--- src/rtl/mem_refill_arbiter.sv ---
// mem_refill_arbiter: lets the I-cache miss path and the D-cache miss/write
// path share one main-memory port. It sequences block refills and
// single-word write-throughs, and it drives the global pipeline stall (hit).
//
// Ports:
//   Clk, Rst                        clock and synchronous active-high reset
//   iReq, iAddr                     I-side refill request and byte address
//   dReq, dWe, dAddr, dWData        D-side request (dWe=1 write-through)
//   memAddr/memRead/memWrite/memWData/memRData/memReady  main-memory port
//   fillData, fillIdx               refill word and its index in the block
//   iFillValid, dFillValid          owner of fillData (one-cycle strobes)
//   iDone, dDone                    one-cycle transaction-complete pulses
//   hit                             combinational; 0 stalls the pipeline
//
// Optional feature: define MEM_ARB_ROUND_ROBIN_EN to alternate the grant
// when both sides request together. By default D has fixed priority over I.
module mem_refill_arbiter #(
  parameter int unsigned WORDS_PER_BLOCK = 4,
  parameter int unsigned IDX_W           = 2,
  parameter int unsigned ADDR_W          = 32
) (
  input  logic              Clk,
  input  logic              Rst,
  input  logic              iReq,
  input  logic [ADDR_W-1:0] iAddr,
  input  logic              dReq,
  input  logic              dWe,
  input  logic [ADDR_W-1:0] dAddr,
  input  logic [31:0]       dWData,
  output logic [ADDR_W-1:0] memAddr,
  output logic              memRead,
  output logic              memWrite,
  output logic [31:0]       memWData,
  input  logic [31:0]       memRData,
  input  logic              memReady,
  output logic [31:0]       fillData,
  output logic [IDX_W-1:0]  fillIdx,
  output logic              iFillValid,
  output logic              dFillValid,
  output logic              iDone,
  output logic              dDone,
  output logic              hit
);

  typedef enum logic [1:0] {IDLE, I_FILL, D_FILL, D_WRITE} state_e;

  localparam logic [ADDR_W-1:0] BLK_MASK  = ~((ADDR_W'(1) << (IDX_W + 2)) - ADDR_W'(1));
  localparam logic [ADDR_W-1:0] WORD_MASK = ~ADDR_W'(3);
  localparam logic [IDX_W-1:0]  LAST_IDX  = IDX_W'(WORDS_PER_BLOCK - 1);

  state_e             state_q, state_d;
  logic [ADDR_W-1:0]  base_q, base_d;
  logic [IDX_W-1:0]   idx_q, idx_d;
  logic [ADDR_W-1:0]  mem_addr_q, mem_addr_d;
  logic               mem_read_q, mem_read_d;
  logic               mem_write_q, mem_write_d;
  logic [31:0]        mem_wdata_q, mem_wdata_d;
  logic [31:0]        fill_data_q, fill_data_d;
  logic [IDX_W-1:0]   fill_idx_q, fill_idx_d;
  logic               i_fill_valid_q, i_fill_valid_d;
  logic               d_fill_valid_q, d_fill_valid_d;
  logic               i_done_q, i_done_d;
  logic               d_done_q, d_done_d;
  logic               grant_i;
`ifdef MEM_ARB_ROUND_ROBIN_EN
  logic               last_grant_q, last_grant_d;  // 1 = last grant went to I
`endif

  // Next-state and registered-output logic
  always_comb begin
    state_d        = state_q;
    base_d         = base_q;
    idx_d          = idx_q;
    mem_addr_d     = mem_addr_q;
    mem_read_d     = mem_read_q;
    mem_write_d    = mem_write_q;
    mem_wdata_d    = mem_wdata_q;
    fill_data_d    = fill_data_q;
    fill_idx_d     = fill_idx_q;
    i_fill_valid_d = 1'b0;
    d_fill_valid_d = 1'b0;
    i_done_d       = 1'b0;
    d_done_d       = 1'b0;
    grant_i        = 1'b0;
`ifdef MEM_ARB_ROUND_ROBIN_EN
    last_grant_d   = last_grant_q;
`endif

    case (state_q)
      IDLE: begin
        // A Done pulse means the requester has not yet dropped its request
        if (!(i_done_q || d_done_q) && (iReq || dReq)) begin
`ifdef MEM_ARB_ROUND_ROBIN_EN
          grant_i      = iReq && (!dReq || !last_grant_q);
          last_grant_d = grant_i;
`else
          grant_i      = iReq && !dReq;
`endif
          idx_d = '0;
          if (grant_i) begin
            state_d    = I_FILL;
            base_d     = iAddr & BLK_MASK;
            mem_addr_d = iAddr & BLK_MASK;
            mem_read_d = 1'b1;
          end else if (dWe) begin
            state_d     = D_WRITE;
            mem_addr_d  = dAddr & WORD_MASK;
            mem_wdata_d = dWData;
            mem_write_d = 1'b1;
          end else begin
            state_d    = D_FILL;
            base_d     = dAddr & BLK_MASK;
            mem_addr_d = dAddr & BLK_MASK;
            mem_read_d = 1'b1;
          end
        end
      end

      I_FILL, D_FILL: begin
        if (mem_read_q) begin
          if (memReady) begin
            mem_read_d     = 1'b0;
            fill_data_d    = memRData;
            fill_idx_d     = idx_q;
            i_fill_valid_d = (state_q == I_FILL);
            d_fill_valid_d = (state_q == D_FILL);
            if (idx_q == LAST_IDX) begin
              state_d  = IDLE;
              i_done_d = (state_q == I_FILL);
              d_done_d = (state_q == D_FILL);
            end else begin
              idx_d = idx_q + IDX_W'(1);
            end
          end
        end else begin
          // Gap cycle between words: re-strobe at the next word address
          mem_read_d = 1'b1;
          mem_addr_d = base_q + ADDR_W'({idx_q, 2'b00});
        end
      end

      D_WRITE: begin
        if (memReady) begin
          mem_write_d = 1'b0;
          d_done_d    = 1'b1;
          state_d     = IDLE;
        end
      end

      default: state_d = IDLE;
    endcase
  end

  // State and output registers
  always_ff @(posedge Clk) begin
    if (Rst) begin
      state_q        <= IDLE;
      base_q         <= '0;
      idx_q          <= '0;
      mem_addr_q     <= '0;
      mem_read_q     <= 1'b0;
      mem_write_q    <= 1'b0;
      mem_wdata_q    <= '0;
      fill_data_q    <= '0;
      fill_idx_q     <= '0;
      i_fill_valid_q <= 1'b0;
      d_fill_valid_q <= 1'b0;
      i_done_q       <= 1'b0;
      d_done_q       <= 1'b0;
`ifdef MEM_ARB_ROUND_ROBIN_EN
      last_grant_q   <= 1'b0;
`endif
    end else begin
      state_q        <= state_d;
      base_q         <= base_d;
      idx_q          <= idx_d;
      mem_addr_q     <= mem_addr_d;
      mem_read_q     <= mem_read_d;
      mem_write_q    <= mem_write_d;
      mem_wdata_q    <= mem_wdata_d;
      fill_data_q    <= fill_data_d;
      fill_idx_q     <= fill_idx_d;
      i_fill_valid_q <= i_fill_valid_d;
      d_fill_valid_q <= d_fill_valid_d;
      i_done_q       <= i_done_d;
      d_done_q       <= d_done_d;
`ifdef MEM_ARB_ROUND_ROBIN_EN
      last_grant_q   <= last_grant_d;
`endif
    end
  end

  assign memAddr    = mem_addr_q;
  assign memRead    = mem_read_q;
  assign memWrite   = mem_write_q;
  assign memWData   = mem_wdata_q;
  assign fillData   = fill_data_q;
  assign fillIdx    = fill_idx_q;
  assign iFillValid = i_fill_valid_q;
  assign dFillValid = d_fill_valid_q;
  assign iDone      = i_done_q;
  assign dDone      = d_done_q;

  // A request raised in IDLE stalls the pipeline in the same cycle
  assign hit = (state_q == IDLE) && !iReq && !dReq;

endmodule
--- config.mk ---
export PLATFORM = sky130hd
export DESIGN_NAME = mem_refill_arbiter
export DESIGN_NICKNAME = d
export VERILOG_FILES = /design/src/rtl/mem_refill_arbiter.sv
export SDC_FILE = /design/constraint.sdc
export NUM_CORES = 1
export LEC_CHECK = 0
export BUFFER_PORTS_ARGS = -buffer_cell sky130_fd_sc_hd__buf_2
export CAP_MARGIN = 20
export CORE_MARGIN = 8
export CORE_UTILIZATION = 25
export DETAILED_ROUTE_END_ITERATION = 7
export GPL_ROUTABILITY_DRIVEN = 0
export GPL_TIMING_DRIVEN = 0
export PLACE_DENSITY_LB_ADDON = 0.15
export SLEW_MARGIN = 20
export SYNTH_ARGS = -nofsm -noshare
export SYNTH_HDL_FRONTEND = slang
export SYNTH_SLANG_ARGS = --single-unit
--- constraint.sdc ---
create_clock -name Clk -period 4.18 [get_ports Clk]
set_input_delay 0 -clock Clk [delete_from_list [all_inputs] [get_ports Clk]]
set_output_delay 0 -clock Clk [all_outputs]
set_load 0.005 [all_outputs]
Word-level counts from Yosys, hierarchy flattened
Index checks and enable logic that the tools add are counted.
Storage, ports and cells
  input bits: 134
  bits in writable memories: 0
  ROM bits: 0
  memories kept: 0
  bits in latches: 0
  register bits after elaboration: 140
  output and inout bits: 105
Cells by class
  divide/modulo/power cells: 0
  bitwise operators: 5
  magnitude comparators: 0
  $add $sub $neg: 2
  eq/ne operators: 15
  reduce and logical (&&, ||, !) cells: 23
  mux-type cells: 36
  $mul: 0
  shift-type cells: 0
Operators with widths (count)
  2-to-1 mux 32 bit: 5
  one-hot mux 32 bit (2 select lines): 1
  adder 32 x 4 -> 32 bit: 1
  2-to-1 mux 2 bit: 10
  inequality test 2 bit (second input constant): 9
  AND reduction 5 bit: 3
  2-to-1 mux 1 bit: 14
  AND reduction 3 bit: 4
  == test 2 bit (second input constant): 3
  one-hot mux 1 bit (2 select lines): 3
  one-hot mux 2 bit (3 select lines): 1
  inverter 1 bit: 5
  OR reduction 5 bit: 1
  logical AND 1 bit: 4
  2-to-1 mux 4 bit: 1
  one-hot mux 2 bit (2 select lines): 1
  AND reduction 4 bit: 1
  nonzero test 2 bit: 2
  OR reduction 4 bit: 1
  logical NOT 1 bit: 3
  inequality test 3 bit (second input constant): 1
  adder 2 x 1 -> 2 bit (second input constant): 1
  == test 2 x 1 -> 1 bit (second input constant): 1
  logical NOT 2 bit: 1
  3 further kinds: 4

Logic depth before layout (Yosys ltp)
Gate-level depths: netlist of run 1.
  depth in word-level cells: 5
  mapped depth: 8
  gate-level depth less buffers: 6

Worst setup path before layout of run 1
OpenSTA, ideal clock, no wires.
  path type: flip-flop to flip-flop
  from: register state_q[0]
  to: register fill_data_q[10], in the netlist fillData[10]
  stages on the path, launching flop included: 8
  slack: 2462 ps
  setup time: 70 ps
  arrival time: 1648 ps
  period minus slack after synthesis: 1718 ps
  path through: dfxtp_1 inv_1 ha_1 buf_2 nand3_1 clkbuf_1 nand2_1 a21oi_1
Between the ends
  word-level cells in the longest chain between the ends: 3
  elaborated cells between the ends (all ways): 4
RTL lines
  start: declaration: line 51  | state_e state_q, state_d;
  start signal: assignment: line 174  | state_q <= state_d;
  == test 2 x 1 -> 1 bit / == test 2 bit (equally long branches): line 89  | case (state_q)
  OR reduction 2 bit *: line 89
  AND reduction 3 bit (no source line) *
  end signal: assignment: line 181  | fill_data_q <= fill_data_d;
  end: declaration: line 58  | logic [31:0] fill_data_q, fill_data_d;
Mark *: on every way between the ends. The rest lies on a longest branch, timed or not.
A chain may end at the register's enable or synchronous reset.

Final worst setup path of run 1
  from: register state_q[0]
  to: register fill_data_q[14], in the netlist fillData[14]
The elaborated chain is that of the path after synthesis.

==> results.ini, run 1 <==
[synthesis]
synth_compound_area_share_pct=22.1
yosysSeqAreaShare_pct=48.0
syn_avg_cell_area_um2=8.55
synth_area_leaders=dfxtp_1 (48%), nand2_1 (9.1%), a21oi_1 (8.8%)
synthXorXnorAreaFrac_pct=0
synthAdderAreaFrac_pct=1.12
synth_top_area_cell=dfxtp_1
synth_top_family_by_area=compound AO/OA/AOI/OAI gates
synth_edf_count=0
synth-simple-area-share_pct=18.3
yosysTopAreaCellShare_pct=48.0
synth_mux_area_share_pct=5.40
async_reset_ff_share_pct=0
synth_top_flop_cell=dfxtp_1
synth_cell_types=40
synth_seq_cells=134
ys.warnings.count=0
netlist_area_um2=5590
netlist_instances=654

[placement]
portBuffers=229
dp_hpwl_um=14600
place_worst_setup_slack_ps=1960
placed_area_um2=7090

[global_routing]
grt_pass1_wl_um=30600
grt_usage_pct=14.3
grt_pass1_vias=5715
antenna_found_initial=1
overflow=0
grt_start_max_net_pins=17

[final_layout]
finalInstanceArea_um2=8530
area_growth_pct=52.5
mostFrequentLayoutCells=buf_2 (245), nand2_1 (135), dfxtp_1 (134), a21oi_1 (98), dlygate4sd3_1 (85)
layout.nets=1127
final_common_cell=buf_2
final_layout_size_suffix_gt1_share_pct=28.4

[timing]
fin_crit_sh_pct=53.0
hold_viol_final=0
setup_tns_ps=0
clock.fmax_mhz=451
fin_skew_ps=14.3
tightest_slew_ps=662
maxSlewViolCount=0
rsz0062_at_grt=false
period_needed_ps=2220
hold_slack_ps=9.41
relSlewSlack_pct=55.9
report.final.setup_viol=0
setup_slack_ps=1960

[power]
p_leak_nw=3.88
ir_drop_uv=279
power_density_nw_per_um2=586

[worst_setup_path]
path_max_fanout=10
critPathLaunchType=flop
cpMaxStageDelayCell=clkbuf_1
end_kind=flop
worstPathArrival_ps=2550
slowest_delay_ps=430
critical_path_class=flop to flop
crit_chain=inv_1, ha_1, buf_2, nand3_1, clkbuf_1, nand2_1, a21oi_1
critPathRequiredTime_ps=4510

[routing]
drt_wl_total_um=20100
vias=5751
routed_via_density=4.49
drt_iter0_markers=226
first_pass_iters=4
drc=0
wl_per_cell_um=15.7
postRouteAntennaNets=0

[clock_tree]
insertion_delay_ps=420
cts_setup_buffers=0
cts.sinks=134
hold_buffers=85
cts_tree=yes
cts_made_buffers=17
htreeDepth=4
ctsResizeCount=0
cts_buffer_depth=2
cts-root-buf=clkbuf_16
path_clk_slew_ps=60

[floorplanning]
die_width_um=166
core_area_um2=21900
die_h_um=166
initial_core_util_pct=25.5
ioPinCount=239
num_rows=54
dieArea_um2=27400

[job]
drv_cap=0

[run_status]
outcome=finished, final reports clean

[min_path]
min_path_type=input port to flop

-- path summary, 6_finish.rpt --
kind | from | to | slack [ps] | depth (start not counted)
setup reg to reg | state_q[0] | fillData[14] | 1960 | 7
hold / removal | dAddr[12] | base_q[12] | 9 | 3
hold reg to reg | fillData[13] | fillData[13] | 450 | 2
setup / recovery | state_q[0] | fillData[14] | 1960 | 7
-- metal layers --
metal	GRT usage [%]	wire, um
met1	17.8	9130
met2	23.0	8950
met3	4.41	1700
met4	4.75	314
met5	0	0
-- power by group --
part	switching, mW	total (mW)	internal, mW
clock	0.581	1.49	0.911
combinational	1.11	1.83	0.726
sequential	0.124	1.67	1.55
total	1.81	4.99	3.18
-- layout make-up --
type	count	area, um^2
antenna	1	2.50
buffer	58	260
clock buffer	21	460
clock inverter	10	123
fill	2281	13400
inverter	6	22.5
multi-input combinational	457	2630
sequential	134	2680
tap	280	350
timing repair buffer	314	2000
-- metrics by stage --
stage	std cells	util, %	total power [mW]
after floorplan	655	-	2.82
after global placement	1164	32.4	3.49
after detailed placement	1164	32.4	3.49
after CTS	1280	38.9	5.08
after global routing	1281	38.9	5.36
final	1281	38.9	4.99
-- Yosys cell counts, types with 2 or more instances --
cell and number:
nor3b_1 27, and3_1 3, dfxtp_1 134, a211oi_1 31
a21o_1 27, nor4bb_1 2, nand2_1 135, inv_1 5
nand3_1 4, ha_1 5, mux2i_1 29, o21ai_0 3
clkbuf_1 36, nand2b_1 6, a21oi_1 98, buf_4 6
nor2_1 34, o32ai_1 2, nor2b_1 3, and2_1 3
buf_2 16, o21bai_1 27
-- sequential cells by signal, summed over array words and instances (netlist names), 2 cells and up --
signal and cells:
fillData 32, memWData 32, memAddr 30, base_q 28, fillIdx 2, idx_q 2
state_q 2
-- critical path: cells and delay by family (launching register included) --
family / cells / cell delay, ps
AO/OA/AOI/OAI: 1 / 170
adder cells (fa/ha/maj): 1 / 390
buffers and inverters: 3 / 740
flip-flops: 1 / 390
AND/OR/NAND/NOR: 2 / 440
-- cell families (layout without fill, tap and decap cells) --
| logic type | count (synthesis) | count (layout) |
|---|---|---|
| flip-flops | 134 | 134 |
| AND/OR/NAND/NOR | 223 | 223 |
| adder cells (fa/ha/maj) | 5 | 5 |
| buffers and inverters | 64 | 409 |
| multiplexers | 30 | 30 |
| other | 1 | 3 |
| AO/OA/AOI/OAI | 197 | 197 |
No activity file was read; power rests on OpenSTA's default activity.
==> inputs of run 2 (changes only) <==
clock period = 2.03 ns   (was 4.18 ns; I/O delays follow)
==> run 2 against run 1 <==
Via count is 0.14% higher. Worst hold slack better by 1.8 ps. Largest power group unchanged. Final cell count is 0.16% higher. Global-route usage hardly changed. Total power is 110% higher. Sequential cell count stayed put. Non-clock buffer count is 2 higher. Fmax is 18% higher.
==> results.ini, run 2 (synthesis results as in run 1) <==
[power]
power_density_nw_per_um2=1220  ; +110%
p_leak_nw=3.93  ; +1.3%
ir_drop_uv=620  ; +120%

[timing]
period_needed_ps=1880  ; -333 ps
hold_viol_final=0  ; unchanged
report.final.setup_viol=0  ; unchanged
clock.fmax_mhz=531  ; +18%
hold_slack_ps=11.2  ; +1.77 ps
maxSlewViolCount=0  ; unchanged
setup_tns_ps=0  ; unchanged
setup_slack_ps=147  ; -1820 ps
tightest_slew_ps=645  ; -17.3 ps
relSlewSlack_pct=57.0  ; +1.2 points
fin_crit_sh_pct=92.8  ; +40 points
fin_skew_ps=14.9  ; +0.643 ps
rsz0062_at_grt=false

[floorplanning]
ioPinCount=239  ; unchanged
die_h_um=166  ; unchanged
core_area_um2=21900  ; unchanged
num_rows=54  ; unchanged
die_width_um=166  ; unchanged
initial_core_util_pct=25.5  ; unchanged
dieArea_um2=27400  ; unchanged

[final_layout]
mostFrequentLayoutCells=buf_2 (242), nand2_1 (135), dfxtp_1 (134), a21oi_1 (98), dlygate4sd3_1 (85)
instances_no_fill=1283  ; +0.16%
layout.nets=1129  ; +0.18%
final_common_cell=buf_2
area_growth_pct=54.1
final_layout_size_suffix_gt1_share_pct=29.9  ; +1.5 points

[worst_setup_path]
path_max_fanout=10  ; unchanged
crit_chain=inv_1, ha_4, inv_2, clkbuf_1, o21bai_1, a21oi_1, a21o_1
worstPathArrival_ps=2240  ; -310 ps
end_kind=flop
slowest_delay_ps=450  ; +20 ps
critical_path_class=flop to flop
critPathLaunchType=flop
critPathRequiredTime_ps=2390  ; -2120 ps
cpMaxStageDelayCell=clkbuf_1

[clock_tree]
cts-root-buf=clkbuf_16
insertion_delay_ps=420  ; about the same
cts_buffer_depth=2  ; unchanged
cts_tree=yes
htreeDepth=4  ; unchanged
path_clk_slew_ps=60  ; about the same
cts_made_buffers=17  ; unchanged
cts.sinks=134  ; unchanged

[routing]
postRouteAntennaNets=0  ; unchanged
drt_wl_total_um=20200  ; +0.61%
drc=0  ; unchanged
drt_iter0_markers=243  ; +7.5%
routed_via_density=4.49  ; about the same
vias=5759  ; +0.14%
first_pass_iters=4  ; unchanged
wl_per_cell_um=15.8  ; +0.46%

[global_routing]
overflow=0  ; unchanged
grt_start_max_net_pins=17  ; unchanged
grt_pass1_wl_um=30700  ; +0.13%
antenna_found_initial=1  ; unchanged
grt_usage_pct=14.3  ; +0.021 points
grt_pass1_vias=5719  ; +0.070%

[job]
drv_cap=0  ; unchanged

[placement]
place_worst_setup_slack_ps=-190  ; -2150 ps
dpl.cell_count=1164  ; unchanged
dp_hpwl_um=14600  ; unchanged
portBuffers=229  ; unchanged

[min_path]
min_path_type=input port to flop

[run_status]
outcome=finished, final reports clean

## run 2: changes by cell type in the layout (fill, tap and decap cells not counted), moves of 3 or more
cell      change
clkbuf_2      +9
clkbuf_4      +3
buf_2         -3
buf_4         +3
clkbuf_1     -12
## run 2: routing by layer
metal	vias to the layer above	GRT usage, %	routed length (um)
met5	-	0	0
met4	0	4.75	338
met3	26	4.41	1680
met2	198	23.0	9020
met1	2609	17.8	9180
li1	2926	-	-
## run 2: final timing paths
kind / from / end / slack (ps) / cells after the start
setup / recovery: state_q[0] / memAddr[29] / 150 / 7
hold / removal: dAddr[12] / base_q[12] / 10 / 3
setup reg to reg: state_q[0] / memAddr[29] / 150 / 7
hold reg to reg: fillData[13] / fillData[13] / 450 / 2
## run 2: what timing repair did
item / CTS / global route
hold buffers: 85 / 0
resized for setup: 9 / 18
cloned: 0 / 0
endpoints found under the hold margin: 77 / 0
endpoints found under the setup margin: 60 / 117
buffers inserted: 0 / 3
## run 2: layout make-up
type / count / area [um^2]
Multi-Input combinational cell: 457 / 2670
Sequential cell: 134 / 2680
Clock buffer: 21 / 460
Fill cell: 2268 / 13300
Inverter: 6 / 22.5
Antenna cell: 1 / 2.50
Clock inverter: 10 / 123
Buffer: 57 / 283
Tap cell: 280 / 350
Timing Repair Buffer: 317 / 2020
## run 2: through the flow
stage / util [%] / power [mW] / area (um^2)
after CTS: 39.0 / 10.5 / 8540
after floorplan: - / 5.81 / 5590
after global placement: 32.4 / 7.19 / 7090
after global routing: 39.4 / 11.3 / 8610
final: 39.4 / 10.5 / 8610
after detailed placement: 32.4 / 7.18 / 7090
## run 2: worst max-delay path: cells and delay by family (launching register included)
kind / cells / cell delay, ps
compound gates: 3 / 430
fa+ha+maj: 1 / 280
buf+inv: 3 / 740
flops: 1 / 380
## run 2: report_power, final
part	total [mW]	switching, mW	internal [mW]	leakage, nW
sequential	3.44	0.255	3.18	1.10
combinational	4.03	2.35	1.68	2.55
clock	3.08	1.20	1.88	0.276
==> inputs of run 3 (changes only) <==
GPL_TIMING_DRIVEN = 1   (was 0)
REMOVE_ABC_BUFFERS = 1   (was unset)
==> run 3 against run 2 <==
Count of clock-buffer cells in the layout decreased by 1. Total power grew 0.68%. Non-clock buffer count is 30 lower. Setup slack improved by 8.1 ps. Die area unchanged. Final area rose by 0.83%. Sequential power hardly changed. Combinational power decreased by 3%. First-iteration DRC count up 28%. Clock power up 6%. Final cell count is 2.3% lower. Sequential cell count is the same. Largest cell class unchanged.
==> results.ini, run 3 (synthesis results as in run 1) <==
[placement]
portBuffers=230  ; +0.44%
placed_area_um2=7130  ; +0.53%
place_worst_setup_slack_ps=128  ; +318 ps
dp_hpwl_um=12500  ; -14%

[final_layout]
final_layout_size_suffix_gt1_share_pct=29.8  ; -0.14 points
seq_area_um2=2680  ; unchanged
fillers=2207  ; -2.7%
area_growth_pct=55.4
final_common_cell=buf_2
mostFrequentLayoutCells=buf_2 (229), nand2_1 (135), dfxtp_1 (134), a21oi_1 (98), dlygate4sd3_1 (92)
layout.nets=1099  ; -2.7%
multiInputGateArea_um2=2660  ; -0.61%
num_antenna_cells=0  ; -1
finalInstanceArea_um2=8690  ; +0.83%

[routing]
first_pass_iters=4  ; unchanged
drc=0  ; unchanged
wl_per_cell_um=14.7  ; -6.6%
postRouteAntennaNets=0  ; unchanged
drt_iter0_markers=311  ; +28%
vias=5498  ; -4.5%
drt_wl_total_um=18400  ; -8.8%
routed_via_density=4.39  ; -2.2%

[power]
design_power_total_mw=10.6  ; +0.68%
ir_drop_uv=750  ; +21%
p_leak_nw=3.94  ; +0.32%
power_density_nw_per_um2=1220  ; -0.15%

[worst_setup_path]
critical_path_class=flop to flop
end_kind=flop
crit_chain=inv_1, ha_1, nor3b_4, buf_4, o2bb2ai_4, buf_4, nor3b_1, a21o_1
worstPathArrival_ps=2190  ; -50 ps
critPathRequiredTime_ps=2340  ; -50 ps
timing.critical_path.buf_inv=3  ; unchanged
cpMaxStageDelayCell=dfxtp_1
critPathLaunchType=flop
crit_path_frequent_cell=buf_4
critPathTopFamily=buffers and inverters
slowest_delay_ps=320  ; -130 ps
path_max_fanout=12  ; +2

[clock_tree]
cts_buffer_depth=2  ; unchanged
htreeDepth=4  ; unchanged
path_clk_slew_ps=70  ; about the same
cts_tree=yes
cts-root-buf=clkbuf_16
cts_made_buffers=17  ; unchanged
insertion_delay_ps=410  ; about the same
cts.sinks=134  ; unchanged

[floorplanning]
core_area_um2=21900  ; unchanged
initial_core_util_pct=25.5  ; unchanged
die_h_um=166  ; unchanged
dieArea_um2=27400  ; unchanged
ioPinCount=239  ; unchanged
num_rows=54  ; unchanged
die_width_um=166  ; unchanged

[timing]
fin_skew_ps=10.6  ; -4.33 ps
maxSlewViolCount=0  ; unchanged
setup_slack_ps=155  ; +8.10 ps
period_needed_ps=1880  ; -8.10 ps
setup_tns_ps=0  ; unchanged
fin_crit_sh_pct=92.4  ; -0.40 points
report.final.setup_viol=0  ; unchanged
hold_viol_final=0  ; unchanged
clock.fmax_mhz=533  ; +0.43%
rsz0062_at_grt=false

[global_routing]
grt_start_max_net_pins=55  ; +38
grt_usage_pct=12.9  ; -1.4 points
overflow=0  ; unchanged
grt_pass1_wl_um=28300  ; -7.7%
grt_pass1_vias=5395  ; -5.7%
antenna_found_initial=2  ; +1

[min_path]
min_path_type=input port to flop

[run_status]
outcome=finished, final reports clean

[job]
drv_cap=0  ; unchanged

[run 3: cell types whose count changed in the layout (fill, tap and decap cells not counted), moves of 3 or more]
| cell | delta |
|---|---|
| clkbuf_2 | -9 |
| buf_4 | +5 |
| clkbuf_1 | -25 |
| dlygate4sd3_1 | +7 |
| clkbuf_4 | -3 |
| buf_12 | +9 |
| buf_2 | -13 |
[run 3: repair_timing]
action / in CTS / in global routing
endpoints found under the hold margin: 85 / 0
hold buffers: 92 / 0
endpoints found under the setup margin: 0 / 7
resized for setup: 0 / 0
setup buffers: 0 / 2
[run 3: layout make-up]
cell class / count / area share, %
clock inverters: 12 / 1.92
clock buffers: 20 / 5.26
flip-flops and latches: 134 / 30.9
repair buffers: 344 / 27.1
multi-input cells: 457 / 30.6
well taps: 280 / 4.03
inverters: 6 / 0.259
[run 3: where the power goes]
group	leakage (nW)	internal, mW	switching (mW)
logic	2.54	1.78	2.12
clock network	0.298	2.02	1.25
registers	1.10	3.18	0.263
total	3.94	6.98	3.63
[run 3: final timing paths]
| check | from | endpoint | slack [ps] | cells after the start |
|---|---|---|---|---|
| worst max-delay path | state_q[1] | memAddr[11] | 150 | 8 |
| worst min register to register | fillData[3] | fillData[3] | 450 | 2 |
| worst min-delay path | dAddr[26] | base_q[26] | 8 | 3 |
| worst max register to register | state_q[1] | memAddr[11] | 150 | 8 |
[run 3: through the flow]
stage,hold WS [ps],instances,util (%)
after floorplan,30.0,597,-
after global placement,242,1127,32.6
after detailed placement,247,1127,32.6
after CTS,2.29,1251,39.6
after global routing,29.1,1253,39.7
final,7.75,1253,39.7
[run 3: worst reg2reg max path: stages (launching register included)]
cell and delay (ps):
dfxtp_1 320, inv_1 90, ha_1 200, nor3b_4 310, buf_4 190, o2bb2ai_4 200
buf_4 250, nor3b_1 70, a21o_1 160
[run 3: per-layer routing]
metal	global-route usage [%]	share of wire [%]	vias up
met5	0	0.12	-
met4	2.80	0.52	4
met3	4.98	9.7	10
met2	19.8	42	183
met1	16.9	48	2426
li1	-	-	2875
